**src/rtl/sqr_pkg.sv**
```systemverilog
// ----------------------------------------------------------------------------
// sqr_pkg
// Shared types and helpers for the iterative squarer (square_iter).
//   sq_state_e : control FSM states (IDLE -> CALC -> DONE -> IDLE)
//   sqr_cnt_w  : width of the step counter for a given operand width
// ----------------------------------------------------------------------------
package sqr_pkg;

    typedef enum logic [1:0] {
        SQ_IDLE = 2'd0,
        SQ_CALC = 2'd1,
        SQ_DONE = 2'd2
    } sq_state_e;

    // Counter must hold 0..WIDTH-1; keep at least one bit for WIDTH=1.
    function automatic int sqr_cnt_w(input int width);
        return (width > 1) ? $clog2(width) : 1;
    endfunction

endpackage : sqr_pkg

```
**src/rtl/square_iter.sv**
```systemverilog
// ----------------------------------------------------------------------------
// square_iter
// Iterative unsigned squarer: dt_o = dt_i * dt_i using shift-and-add, one
// multiplier bit per clock. Fixed latency of WIDTH cycles from accept to
// out_valid_o, independent of the operand value.
//
// Ports
//   clk_i        in   clock, rising edge
//   rstn_i       in   asynchronous active-low reset
//   enb_i        in   block enable; low aborts any operation in flight
//   in_valid_i   in   operand valid
//   in_ready_o   out  block can accept an operand (IDLE and enabled)
//   dt_i         in   operand, unsigned, WIDTH bits
//   out_valid_o  out  result valid, held until consumed
//   out_ready_i  in   downstream accepts the result
//   dt_o         out  registered result, unsigned, 2*WIDTH bits
//   busy_o       out  high while in CALC or DONE
// ----------------------------------------------------------------------------
module square_iter
    import sqr_pkg::*;
#(
    parameter int WIDTH = 8
) (
    input  logic                 clk_i,
    input  logic                 rstn_i,
    input  logic                 enb_i,
    input  logic                 in_valid_i,
    output logic                 in_ready_o,
    input  logic [WIDTH-1:0]     dt_i,
    output logic                 out_valid_o,
    input  logic                 out_ready_i,
    output logic [2*WIDTH-1:0]   dt_o,
    output logic                 busy_o
);

    localparam int            CW       = sqr_cnt_w(WIDTH);
    localparam logic [CW-1:0] CNT_LAST = CW'(WIDTH - 1);

    sq_state_e            state_q, state_d;
    logic [2*WIDTH-1:0]   acc_q;
    logic [2*WIDTH-1:0]   mcand_q;
    logic [2*WIDTH-1:0]   dt_q;
    logic [WIDTH-1:0]     mplier_q;
    logic [CW-1:0]        cnt_q;

    logic [2*WIDTH-1:0]   acc_step;
    logic                 accept;
    logic                 last_step;

    // Ready is also masked by reset so every output reads 0 while held in reset.
    assign in_ready_o  = rstn_i & enb_i & (state_q == SQ_IDLE);
    assign accept      = in_valid_i & in_ready_o;
    assign out_valid_o = (state_q == SQ_DONE);
    assign busy_o      = (state_q == SQ_CALC) || (state_q == SQ_DONE);
    assign dt_o        = dt_q;

    // Accumulator value after the current step; also the final product on the last step.
    assign acc_step  = mplier_q[0] ? (acc_q + mcand_q) : acc_q;
    assign last_step = (cnt_q == CNT_LAST);

    always_comb begin
        state_d = state_q;
        if (!enb_i) begin
            state_d = SQ_IDLE;
        end else begin
            case (state_q)
                SQ_IDLE: if (accept)      state_d = SQ_CALC;
                SQ_CALC: if (last_step)   state_d = SQ_DONE;
                SQ_DONE: if (out_ready_i) state_d = SQ_IDLE;
                default:                  state_d = SQ_IDLE;
            endcase
        end
    end

    always_ff @(posedge clk_i or negedge rstn_i) begin
        if (!rstn_i) begin
            state_q  <= SQ_IDLE;
            acc_q    <= '0;
            mcand_q  <= '0;
            mplier_q <= '0;
            cnt_q    <= '0;
            dt_q     <= '0;
        end else begin
            state_q <= state_d;
            if (accept) begin
                mcand_q  <= {{WIDTH{1'b0}}, dt_i};
                mplier_q <= dt_i;
                acc_q    <= '0;
                cnt_q    <= '0;
            end else if (enb_i && (state_q == SQ_CALC)) begin
                acc_q    <= acc_step;
                mcand_q  <= mcand_q << 1;
                mplier_q <= mplier_q >> 1;
                cnt_q    <= cnt_q + CW'(1);
                if (last_step) begin
                    dt_q <= acc_step;
                end
            end
        end
    end

endmodule : square_iter

```
**config.mk**
```make
export PLATFORM = sky130hd
export DESIGN_NAME = square_iter
export DESIGN_NICKNAME = d
export VERILOG_FILES = /design/src/rtl/sqr_pkg.sv /design/src/rtl/square_iter.sv
export SDC_FILE = /design/constraint.sdc
export NUM_CORES = 1
export LEC_CHECK = 0
export ABC_AREA = 1
export BUFFER_PORTS_ARGS = -buffer_cell sky130_fd_sc_hd__clkbuf_2
export CORE_MARGIN = 2
export CORE_UTILIZATION = 55
export CTS_BUF_LIST = sky130_fd_sc_hd__clkbuf_8
export DETAILED_ROUTE_END_ITERATION = 8
export PLACE_DENSITY = 0.85
export SLEW_MARGIN = 15
export SYNTH_ARGS = -nofsm -noshare
export SYNTH_HDL_FRONTEND = slang
export SYNTH_SLANG_ARGS = --single-unit
export TNS_END_PERCENT = 30
```
**constraint.sdc**
```tcl
create_clock -name clk_i -period 2.45 [get_ports clk_i]
set_clock_uncertainty 0.05 [all_clocks]
set_input_delay 0 -clock clk_i [delete_from_list [all_inputs] [get_ports clk_i]]
set_output_delay 0 -clock clk_i [all_outputs]
set_load 0.005 [all_outputs]
```
==> run_results.csv <==
group,metric,value,unit
die,ios,32,
power,ir_drop,0.674,mV
worst_setup_path,cp-endpoint,"acc_q[4]",
worst_setup_path,critPathSlowestCell,"fa_1",
sta,fmax,484,MHz
final_layout,areaGrowthSynthToFinish,14.6,%
place,gp_congestion,0.930,
worst_setup_path,worst-endpoint-arrival,2.22,ns
drt,via_count,3102,
worst_setup_path,crit_type,"reg2reg",
clock_network,cts-htree-levels,3,
sta,slew_viol_final,0,
die,core,6310,um2
final_layout,fill_cells,549,
worst_setup_path,crit_path_frequent_cell,"nand2_1",
drt,drt_iter0_markers,191,
clock_network,numCtsBuffers,9,
worst_hold_path,hold_path_class,"in2reg",
drt,routed_wl,7.85,mm
final_layout,seq_area,1530,um2
worst_setup_path,worstPathRequired,2.61,ns
drt,firstDrtPassIters,5,
place,hpwl,5.52,mm
drt,drc,0,
worst_setup_path,path_cells,"ha_1 > fa_1 > nand2_1 > nand2_1 > and2_1 > xor2_1 > o21ai_0 > o22ai_1",
grt,grt_pass1_wl,13.7,mm
grt,antenna_found_initial,0,
logic_synthesis,yosysSeqAreaShare,42.9,%
logic_synthesis,syn_inst,459,
sta,tns,0,ns
logic_synthesis,synthesis.nets,494,
logic_synthesis,synth_area,3560,um2
worst_setup_path,r2r_slack,0.39,ns
final_layout,drive_gt1_share,13.2,%
sta,min_period,2.06,ns
logic_synthesis,yosysWarnings,0,
drt,ant_nets,0,
final_layout,antenna-diode-count,0,
clock_network,root_buffer,"clkbuf_8",
clock_network,cts.reportedPaths.clkPinSlew,0.07,ns
logic_synthesis,synth_cell_type_count,34,
grt,grt_overflow,0,
worst_setup_path,r2r_start,"acc_q[0]",
clock_network,cts_tree,"yes",
die,rows,29,
logic_synthesis,avgSynthCellArea,7.76,um2
grt,grt_use_total,24.0,%
die,dieArea,7140,um2
power,p_leak,0.00223,uW
clock_network,clock-sinks,61,
final_layout,layout.cells.non_filler,583,
sta,worst_pin_slew,0.940,ns
clock_network,clk_latency,0.34,ns
grt,grt_max_degree,62,
die,start_util,56.4,%
sta,slew_headroom,37.3,%
worst_setup_path,critPathTopFamily,"adder cells",
die,dieHeight,84.5,um
clock_network,ctsLongestPathBuffers,2,
place,dp.cells,557,
outcome,status,"finished clean",
final_layout,multi_input_area,1690,um2
worst_setup_path,start_kind,"flip-flop",
drt,viasPerCell,5.32,
die,die_x,84.5,um
clock_network,ctsResizeCount,0,
power,power_density,1240,nW/um2
grt,grt_pass1_vias,3088,
place,io_buffers,31,
job,drv_cap,0,
worst_setup_path,critPathLaunch,"acc_q[0]",
worst_setup_path,end_kind,"flip-flop",
final_layout,layout.nets,537,
worst_setup_path,critPathMaxStageDelay,0.40,ns
sta,fin_crit_sh,84.3,%
worst_setup_path,path_depth,8,
sta,setup_violations,0,
worst_setup_path,reg2reg_to,"acc_q[4]",
drt,wl_per_cell,13.5,um
logic_synthesis,ys_ff_latch,61,
worst_setup_path,worstRegToRegCells,8,
worst_setup_path,cp_num_buf_inv,0,
sta,rsz0062_at_grt,"no",
worst_setup_path,worstPathMaxFanout,3,
sta,hold_viol,0,
## where the power goes
group	switching (uW)	internal, uW
Clock	393	589
Combinational	1450	943
Sequential	332	1370
Total	2170	2900
## layout by cell type (no fill, tap or decap), types with 2 or more instances in the layout
cell             n
dlygate4sd3_1   11
nor3_1           3
clkbuf_8        10
o22ai_1         16
a31oi_1          3
o221ai_1         3
clkbuf_2        31
buf_4            3
xnor2_1          3
bufinv_16        2
inv_1           67
nor2_1          13
a21oi_1          9
a22o_1           2
inv_4            2
dfrtp_1         61
o21ai_0         24
ha_1            21
xor2_1           2
nand3b_1         2
nor2_8           2
nand2_1        148
o21ai_1          4
or2_2           10
o211ai_1         5
nand3_1         39
## synthesized netlist by cell type, drive strengths merged
cell type	instances	area share, %
nand2	150	16
inv	70	7.7
dfrtp	61	43
nand3	39	5.5
o21ai	28	3.9
ha	21	7.4
nor2	16	2.8
o22ai	16	2.8
buf	10	1.9
or2	10	1.8
a21oi	9	1.3
o211ai	5	1.1
a31oi	3	0.53
clkbuf	3	0.32
nor3	3	0.42
o221ai	3	0.74
xnor2	3	0.74
a22o	2	0.49
nand3b	2	0.42
xor2	2	0.49
and2	1	0.18
fa	1	0.56
nand4	1	0.18
## worst min-delay path, cell delays in order
cell and delay (ns):
clkbuf_2 0.09, o221ai_1 0.18, nand2_1 0.09, o21ai_0 0.07
## sequential cells by signal, summed over array words and instances, names as in the netlist
name and flops:
acc_q 16, mcand_q 16, dt_o 16, state_q 2, mplier_q 8, cnt_q 3
## layer usage
layer	share of wire (%)	GRT usage, %
met1	46	31.9
met2	47	38.5
met3	5.2	6.10
met4	1.8	8.80
met5	0	0
## through the flow
| stage | cell area (um2) | power [uW] | worst slack (ns) | hold slack (ns) | util, % |
|---|---|---|---|---|---|
| floorplan | 3560 | 3500 | 0.635 | -0.346 | - |
| detailed placement | 3760 | 4050 | 0.392 | 0.215 | 59.5 |
| global route | 4080 | 5550 | 0.218 | 0.133 | 64.7 |
| global placement | 3760 | 3940 | 0.443 | 0.211 | 59.5 |
| finish | 4080 | 5070 | 0.386 | 0.0793 | 64.7 |
| CTS | 4070 | 5060 | 0.384 | 0.00202 | 64.5 |
## cell families (layout without fill, tap and decap cells)
group,count (synthesis),after routing,synth area share [%]
DFF,61,61,42.9
adders and majority gates,22,22,7.94
and+or+nand+nor,222,222,27.3
buffers and inverters,83,130,9.83
AOI/OAI and AO/OA,66,66,10.8
xor gates and xnor gates,5,5,1.23
## layout make-up
class                      instances  area share (%)
timing repair buffer              45            7.05
inverter                          70            6.68
sequential                        61            37.4
multi-input combinational        315            41.3
tap                               77            2.36
clock inverter                     5            1.87
clock buffer                      10            3.37
## how the worst min path moves through the flow
stage | slack (ns) | cells after the start | to | startpoint
after floorplan | -0.35 | 0 | acc_q[0] | rstn_i
after global placement | 0.21 | 2 | acc_q[13] | rstn_i
after detailed placement | 0.21 | 3 | mplier_q[7] | dt_i[7]
after CTS | 0.002 | 3 | mcand_q[5] | in_valid_i
after global routing | 0.13 | 4 | state_q[0] | out_ready_i
final | 0.08 | 4 | state_q[0] | out_ready_i
## timing repair
item,in CTS,in global routing
hold endpoints to repair,78,2
setup buffers,0,0
hold buffers,10,1
No activity file was read; power rests on OpenSTA's default activity.
